--- src/rtl/lsu_mem_stage_if.sv ---
// rtl/lsu_mem_stage_if.sv - data-memory req/ready bus between the LSU and memory
interface lsu_mem_if;
  logic        mem_req;
  logic        mem_we;
  logic [31:0] mem_addr;
  logic [3:0]  mem_be;
  logic [31:0] mem_wdata;
  logic        mem_ready;
  logic [31:0] mem_rdata;

  modport master (
    output mem_req, mem_we, mem_addr, mem_be, mem_wdata,
    input  mem_ready, mem_rdata
  );

  modport slave (
    input  mem_req, mem_we, mem_addr, mem_be, mem_wdata,
    output mem_ready, mem_rdata
  );
endinterface

--- src/rtl/lsu_mem_stage.sv ---
// rtl/lsu_mem_stage.sv - RV32I load/store unit: one access per start, stalls the core until done
module lsu_mem_stage #(
  parameter int unsigned TIMEOUT = 255
) (
  input  logic        clk,
  input  logic        rst_n,
  input  logic        start,
  input  logic        is_store,
  input  logic [2:0]  funct3,
  input  logic [31:0] addr,
  input  logic [31:0] wdata,
  output logic        busy,
  output logic        done,
  output logic        fault,
  output logic [31:0] rdata,
  lsu_mem_if.master   mem
);

  typedef enum logic [1:0] {IDLE, REQ, DONE} state_t;

  localparam logic [16:0] TIMEOUT_CNT = 17'(TIMEOUT);

  state_t      state, state_nxt;
  logic [15:0] cnt;
  logic        is_store_q;
  logic [2:0]  funct3_q;
  logic [31:0] addr_q;
  logic [31:0] wdata_q;
  logic        fault_q;

  logic        illegal, misaligned, dec_fault;
  logic        timeout_hit;
  logic        in_req;
  logic [7:0]  byte_sel;
  logic [15:0] half_sel;
  logic [31:0] load_val;

  // Decode looks at the live inputs so a bad access can skip the bus entirely.
  assign illegal    = (funct3 == 3'b011) || (funct3[2:1] == 2'b11) || (is_store && funct3[2]);
  assign misaligned = ((funct3[1:0] == 2'b01) && addr[0]) ||
                      ((funct3[1:0] == 2'b10) && (addr[1:0] != 2'b00));
  assign dec_fault  = illegal || misaligned;

  assign timeout_hit = (TIMEOUT != 0) && (({1'b0, cnt} + 17'd1) == TIMEOUT_CNT);

  always_comb begin
    state_nxt = state;
    busy      = 1'b0;
    case (state)
      IDLE: begin
        busy = start;
        if (start) state_nxt = dec_fault ? DONE : REQ;
      end
      REQ: begin
        busy = 1'b1;
        if (mem.mem_ready || timeout_hit) state_nxt = DONE;
      end
      DONE:    state_nxt = IDLE;
      default: state_nxt = IDLE;
    endcase
  end

  always_ff @(posedge clk or negedge rst_n) begin
    if (!rst_n) begin
      state <= IDLE;
      cnt   <= 16'd0;
    end else begin
      state <= state_nxt;
      if (state == IDLE)
        cnt <= 16'd0;
      else if (state == REQ && !mem.mem_ready)
        cnt <= cnt + 16'd1;
    end
  end

  always_comb begin
    byte_sel = addr_q[1] ? (addr_q[0] ? mem.mem_rdata[31:24] : mem.mem_rdata[23:16])
                         : (addr_q[0] ? mem.mem_rdata[15:8]  : mem.mem_rdata[7:0]);
    half_sel = addr_q[1] ? mem.mem_rdata[31:16] : mem.mem_rdata[15:0];
    case (funct3_q)
      3'b000:  load_val = {{24{byte_sel[7]}}, byte_sel};
      3'b100:  load_val = {24'd0, byte_sel};
      3'b001:  load_val = {{16{half_sel[15]}}, half_sel};
      3'b101:  load_val = {16'd0, half_sel};
      default: load_val = mem.mem_rdata;
    endcase
  end

  // rdata only moves on the edge into DONE, and only for loads.
  always_ff @(posedge clk or negedge rst_n) begin
    if (!rst_n) begin
      is_store_q <= 1'b0;
      funct3_q   <= 3'd0;
      addr_q     <= 32'd0;
      wdata_q    <= 32'd0;
      fault_q    <= 1'b0;
      rdata      <= 32'd0;
    end else if (state == IDLE && start) begin
      is_store_q <= is_store;
      funct3_q   <= funct3;
      addr_q     <= addr;
      wdata_q    <= wdata;
      fault_q    <= dec_fault;
      if (dec_fault && !is_store) rdata <= 32'd0;
    end else if (state == REQ) begin
      if (mem.mem_ready) begin
        fault_q <= 1'b0;
        if (!is_store_q) rdata <= load_val;
      end else if (timeout_hit) begin
        fault_q <= 1'b1;
        if (!is_store_q) rdata <= 32'd0;
      end
    end
  end

  assign done  = (state == DONE);
  assign fault = (state == DONE) && fault_q;

  // Bus fields are held at zero outside REQ so the slave never sees stale values.
  assign in_req        = (state == REQ);
  assign mem.mem_req   = in_req;
  assign mem.mem_we    = in_req && is_store_q;
  assign mem.mem_addr  = in_req ? {addr_q[31:2], 2'b00} : 32'd0;

  always_comb begin
    mem.mem_be    = 4'b0000;
    mem.mem_wdata = 32'd0;
    if (in_req) begin
      case (funct3_q[1:0])
        2'b00: begin
          mem.mem_be    = 4'b0001 << addr_q[1:0];
          mem.mem_wdata = {4{wdata_q[7:0]}};
        end
        2'b01: begin
          mem.mem_be    = addr_q[1] ? 4'b1100 : 4'b0011;
          mem.mem_wdata = {2{wdata_q[15:0]}};
        end
        default: begin
          mem.mem_be    = 4'b1111;
          mem.mem_wdata = wdata_q;
        end
      endcase
    end
  end

endmodule

--- src/flat_wrapper.sv ---
// flat-port wrapper written by rule: the top's interface ports become plain ports
module lsu_mem_stage_flat 
#(
  parameter int unsigned TIMEOUT = 255
)
  (clk, rst_n, start, is_store, funct3, addr, wdata, busy, done, fault, rdata, mem_mem_req, mem_mem_we, mem_mem_addr, mem_mem_be, mem_mem_wdata, mem_mem_ready, mem_mem_rdata);
  lsu_mem_if mem_i ();
  input  logic clk;
  input  logic rst_n;
  input  logic start;
  input  logic is_store;
  input  logic [2:0] funct3;
  input  logic [31:0] addr;
  input  logic [31:0] wdata;
  output logic busy;
  output logic done;
  output logic fault;
  output logic [31:0] rdata;
  output wire logic [$bits(mem_i.mem_req)-1:0] mem_mem_req;
  output wire logic [$bits(mem_i.mem_we)-1:0] mem_mem_we;
  output wire logic [$bits(mem_i.mem_addr)-1:0] mem_mem_addr;
  output wire logic [$bits(mem_i.mem_be)-1:0] mem_mem_be;
  output wire logic [$bits(mem_i.mem_wdata)-1:0] mem_mem_wdata;
  input wire logic [$bits(mem_i.mem_ready)-1:0] mem_mem_ready;
  input wire logic [$bits(mem_i.mem_rdata)-1:0] mem_mem_rdata;
  assign mem_mem_req = mem_i.mem_req;
  assign mem_mem_we = mem_i.mem_we;
  assign mem_mem_addr = mem_i.mem_addr;
  assign mem_mem_be = mem_i.mem_be;
  assign mem_mem_wdata = mem_i.mem_wdata;
  assign mem_i.mem_ready = mem_mem_ready;
  assign mem_i.mem_rdata = mem_mem_rdata;
  lsu_mem_stage #(.TIMEOUT(TIMEOUT)) u_core (.clk(clk), .rst_n(rst_n), .start(start), .is_store(is_store), .funct3(funct3), .addr(addr), .wdata(wdata), .busy(busy), .done(done), .fault(fault), .rdata(rdata), .mem(mem_i));
endmodule
--- config.mk ---
export PLATFORM = sky130hd
export DESIGN_NAME = lsu_mem_stage_flat
export DESIGN_NICKNAME = d
export VERILOG_FILES = /design/src/rtl/lsu_mem_stage_if.sv /design/src/rtl/lsu_mem_stage.sv /design/src/flat_wrapper.sv
export SDC_FILE = /design/constraint.sdc
export NUM_CORES = 1
export LEC_CHECK = 0
export ABC_AREA = 1
export CAP_MARGIN = 10
export CORE_MARGIN = 2
export CORE_UTILIZATION = 50
export DETAILED_ROUTE_END_ITERATION = 7
export PLACE_DENSITY_LB_ADDON = 0.15
export SLEW_MARGIN = 20
export SYNTH_ARGS = -nofsm -noshare
export SYNTH_HDL_FRONTEND = slang
export SYNTH_SLANG_ARGS = --single-unit
--- constraint.sdc ---
create_clock -name clk -period 4.1 [get_ports clk]
set_input_delay 1.23 -clock clk [delete_from_list [all_inputs] [get_ports clk]]
set_output_delay 1.23 -clock clk [all_outputs]
set_load 0.005 [all_outputs]
==> summary.txt <==
Status
  • Outcome: complete, no violations

Critical path
  • Critical Path End: mem_mem_be[0]
  • Critical Path Stages: 5
  • RR Endpoint: u_core.rdata[22]$_DFFE_PN0P_
  • CP bufs+invs: 2
  • CP max-delay cell: clkdlybuf4s50_1
  • Setup crit end kind: primary output
  • Critical Path Fanout Max: 16
  • Critical Path RT: 2.87 ns
  • R2R setup slack: 1.31 ns
  • CP Launch Point: u_core.funct3_q[1]$_DFFE_PN0P_
  • Crit path kind: reg2out
  • Top delay family on crit path: buffers and inverters
  • Origin of the critical flop-to-flop path: u_core.cnt[1]$_DFFE_PN0P_
  • CP cell instances: nor2_4 -> inv_1 -> o21ai_1 -> nor2_1 -> clkdlybuf4s50_1
  • FF-to-FF path depth: 12
  • Element type at the critical path start: register
  • Delay of the slowest critical-path stage: 0.51 ns
  • CP arrival: 2.59 ns

Pwr
  • Total power draw: 5.87 mW
  • Pint: 3.67 mW
  • PD cells: 647 nW/µm²
  • Peak VDD IR: 0.407 mV
  • Switch Pwr: 2.20 mW
  • Combinational group share of total power: 40.1%
  • Clk pwr share: 27.0%
  • Sw frac: 37.5%
  • Proportion of power drawn by flip-flops and latches: 32.9%
  • P_leak: 4.30 nW

Floorplan
  • Core area: 12500 µm²
  • Die Y: 116 µm
  • Number of I/O pins: 209
  • Starting Density: 50.5%
  • Die ar.: 13500 µm²
  • Row cnt: 41
  • Chip Width: 116 µm

Logic synthesis
  • Yosys cell types: 33
  • Mux share of post-synthesis cell area: 0%
  • Syn Inst Count: 868
  • Largest family of logic cells by synthesized area: simple AND/OR/NAND/NOR gates
  • Sequential-to-total area share from yosys stat: 47.3%
  • Syn. warnings: 0
  • Synth Area in Adders: 0.397%
  • Async SR Flop Fraction: 100%
  • Post-synth EDFFs: 0
  • Compound-Gate Fraction of Synth Area: 12.3%
  • Top FF cell, synth: dfrtp_1
  • Synth Register Bits: 119
  • Cell Area, Synth: 6300 µm²
  • Synth Area in XOR/XNOR: 0.834%
  • Mean Syn Cell Area: 7.26 µm²
  • Post-Synth Simple-Gate Area: 30.0%

Routing
  • Via count: 6415
  • Final WL: 19000 µm
  • Pre-antenna DRT Iters: 5
  • Drt wl/cell: 15.3 µm
  • Via density: 5.17
  • Antenna-violating nets left: 0
  • DRC: 0
  • Drt initial violations: 498

Global route
  • First-pass GRT wire length: 29900 µm
  • Gr ovfl total: 0
  • Pin count of the biggest net entering global routing: 101
  • GRT Overall Usage: 28.8%
  • Vias in the first global route: 5999
  • Initial antenna violation count: 0

Clock network
  • CTS Buffer Depth: 2
  • Post-CTS Hold Buffers: 0
  • CTS buffer count: 17
  • CTS HTree Levels: 4
  • CTS tree: yes
  • Clock slew at reported path FFs: 0.05 ns
  • CTS root buffer: clkbuf_16
  • CTS sink count: 119
  • Clock latency on the worst-skew pair: 0.42 ns
  • Postcts setup bufs: 0

Placed design
  • Count of buffers from port buffering: 206
  • DP HPWL: 13400 µm
  • Gpl congestion: 0.948

Timing
  • Final setup TNS: 0 ns
  • RSZ-0062 raised after global routing: no
  • Fin crit share: 93.1%
  • Fin. Hold Viols: 0
  • Slew @ Worst Pin: 0.858 ns
  • Clock skew: 0.00638 ns
  • Setup-failing EPs final: 0
  • Pins Over Slew Limit: 0
  • Min Clock Period, post-route: 3.82 ns
  • Max-slew headroom: 42.8%
  • Fmax: 262 MHz

Min path
  • Worst Hold Class: reg2reg
  • Hold Crit Start: u_core.rdata[13]$_DFFE_PN0P_

Flow run
  • Max Cap Viol: 0

Finish
  • ANT cells: 0
  • Layout Nets: 1162
  • Layout cells sized above 1: 5.14%
  • Area growth from synthesis to layout: 43.9%
cell type report:
cell class	instances	area (µm²)
inverter	94	353
fill	1025	3400
multi-input combinational	609	2760
timing repair buffer	215	2130
sequential	119	2980
clock buffer	25	526
clock inverter	7	113
tap	172	215
power by group through the flow:
stage	clock network [mW]	registers [mW]	logic, mW
finish	1.58	1.93	2.35
global route	1.68	1.97	2.63
global placement	0	1.92	2.28
floorplan	0	1.85	1.39
detailed placement	0	1.93	2.32
CTS	1.60	1.92	2.35
timing repair:
action / 4_1_cts / 5_1_grt
endpoints found under the setup margin: 0 / 1
resized for setup: 0 / 2
endpoints found under the hold margin: 0 / 0
state kept, by name, indices dropped and copies added, names as in the netlist:
name	flops
u_core.fault_q	1
u_core.state	2
u_core.rdata	32
u_core.funct3_q	3
u_core.addr_q	32
u_core.is_store_q	1
u_core.cnt	16
u_core.wdata_q	32
cell usage after synthesis (4+ instances only):
cell type / n / area [µm²]
dfrtp_1: 119 / 2980
xor2_1: 6 / 52.6
o211ai_1: 7 / 52.6
o22ai_1: 15 / 93.8
a211oi_1: 4 / 30.0
o21ai_0: 84 / 420
inv_1: 92 / 345
nand2_1: 265 / 995
clkbuf_1: 30 / 113
nor2_1: 113 / 424
nand4_1: 39 / 244
a21oi_1: 29 / 145
nand3_1: 25 / 125
buf_2: 8 / 40.0
nor2_2: 4 / 25.0
cell usage in the layout (no fill, tap or decap):
| cell | Yosys | final |
|---|---|---|
| nor3_1 | 2 | 2 |
| a21oi_1 | 29 | 29 |
| nand2_1 | 265 | 265 |
| clkinvlp_4 | 0 | 1 |
| clkinv_2 | 0 | 3 |
| a211oi_1 | 4 | 4 |
| nor2_1 | 113 | 112 |
| a31oi_1 | 2 | 2 |
| and3_1 | 1 | 1 |
| inv_1 | 92 | 91 |
| nand2_2 | 2 | 2 |
| clkinv_1 | 1 | 1 |
| nor2_4 | 1 | 1 |
| nand3_1 | 25 | 25 |
| nand4_1 | 39 | 39 |
| dfrtp_1 | 119 | 118 |
| o21ai_1 | 1 | 2 |
| xor2_1 | 6 | 6 |
| nand3_2 | 1 | 1 |
| inv_2 | 1 | 2 |
| o22ai_1 | 15 | 15 |
| clkbuf_1 | 30 | 1 |
| a22oi_1 | 1 | 1 |
| nand3_4 | 1 | 1 |
| ha_1 | 2 | 2 |
| o221ai_1 | 1 | 1 |
| buf_4 | 3 | 10 |
| o211ai_1 | 7 | 7 |
| nand2_4 | 1 | 1 |
| clkbuf_16 | 0 | 17 |
| conb_1 | 1 | 2 |
| nor2_2 | 4 | 5 |
| o21ai_0 | 84 | 83 |
| bufinv_16 | 0 | 3 |
| dfrtp_2 | 0 | 1 |
| clkbuf_8 | 0 | 7 |
| clkdlybuf4s50_1 | 0 | 205 |
worst min path at each step:
stage	end	slack (ns)	cells past startpoint
global placement	u_core.rdata[8]$_DFFE_PN0P_	0.45	2
global route	u_core.rdata[28]$_DFFE_PN0P_	0.49	2
detailed placement	u_core.rdata[8]$_DFFE_PN0P_	0.46	2
finish	u_core.rdata[13]$_DFFE_PN0P_	0.46	2
CTS	u_core.rdata[8]$_DFFE_PN0P_	0.47	2
floorplan	u_core.wdata_q[16]$_DFFE_PN0P_	0.44	2
worst register-to-register path, cell delays in order (launching register included):
cell	delay, ns
dfrtp_1	0.41
ha_1	0.25
nand2_1	0.09
nor2_1	0.25
nand2_1	0.12
nor2_1	0.14
xor2_1	0.10
nor2_1	0.18
nand3_2	0.14
nand2_4	0.31
nand3_4	0.39
nand2_1	0.20
nand2_1	0.08
metrics by stage:
stage	cells	setup slack [ns]	util (%)	hold slack [ns]	instance area, µm²
global route	1241	0.132	72.7	0.492	9070
detailed placement	1209	0.409	67.6	0.457	8430
floorplan	869	0.889	-	0.444	6300
finish	1241	0.281	72.7	0.464	9070
global placement	1209	0.406	67.6	0.454	8430
CTS	1241	0.118	72.7	0.471	9070
metal layers:
| metal | vias to the layer above | GRT usage (%) | share of wire, % |
|---|---|---|---|
| met4 | 0 | 10.2 | 2.6 |
| met1 | 2945 | 35.9 | 41 |
| met5 | - | 0 | 0 |
| met2 | 272 | 46.4 | 47 |
| met3 | 42 | 10.7 | 9.0 |
| li1 | 3156 | - | - |
cells by family after synthesis:
logic type / Yosys count
AO/OA/AOI/OAI: 144
other: 1
flip-flops: 119
adder cells (fa/ha/maj): 2
AND/OR/NAND/NOR: 455
buffers and inverters: 141
XOR/XNOR: 6
No activity file was read; power rests on OpenSTA's default activity.
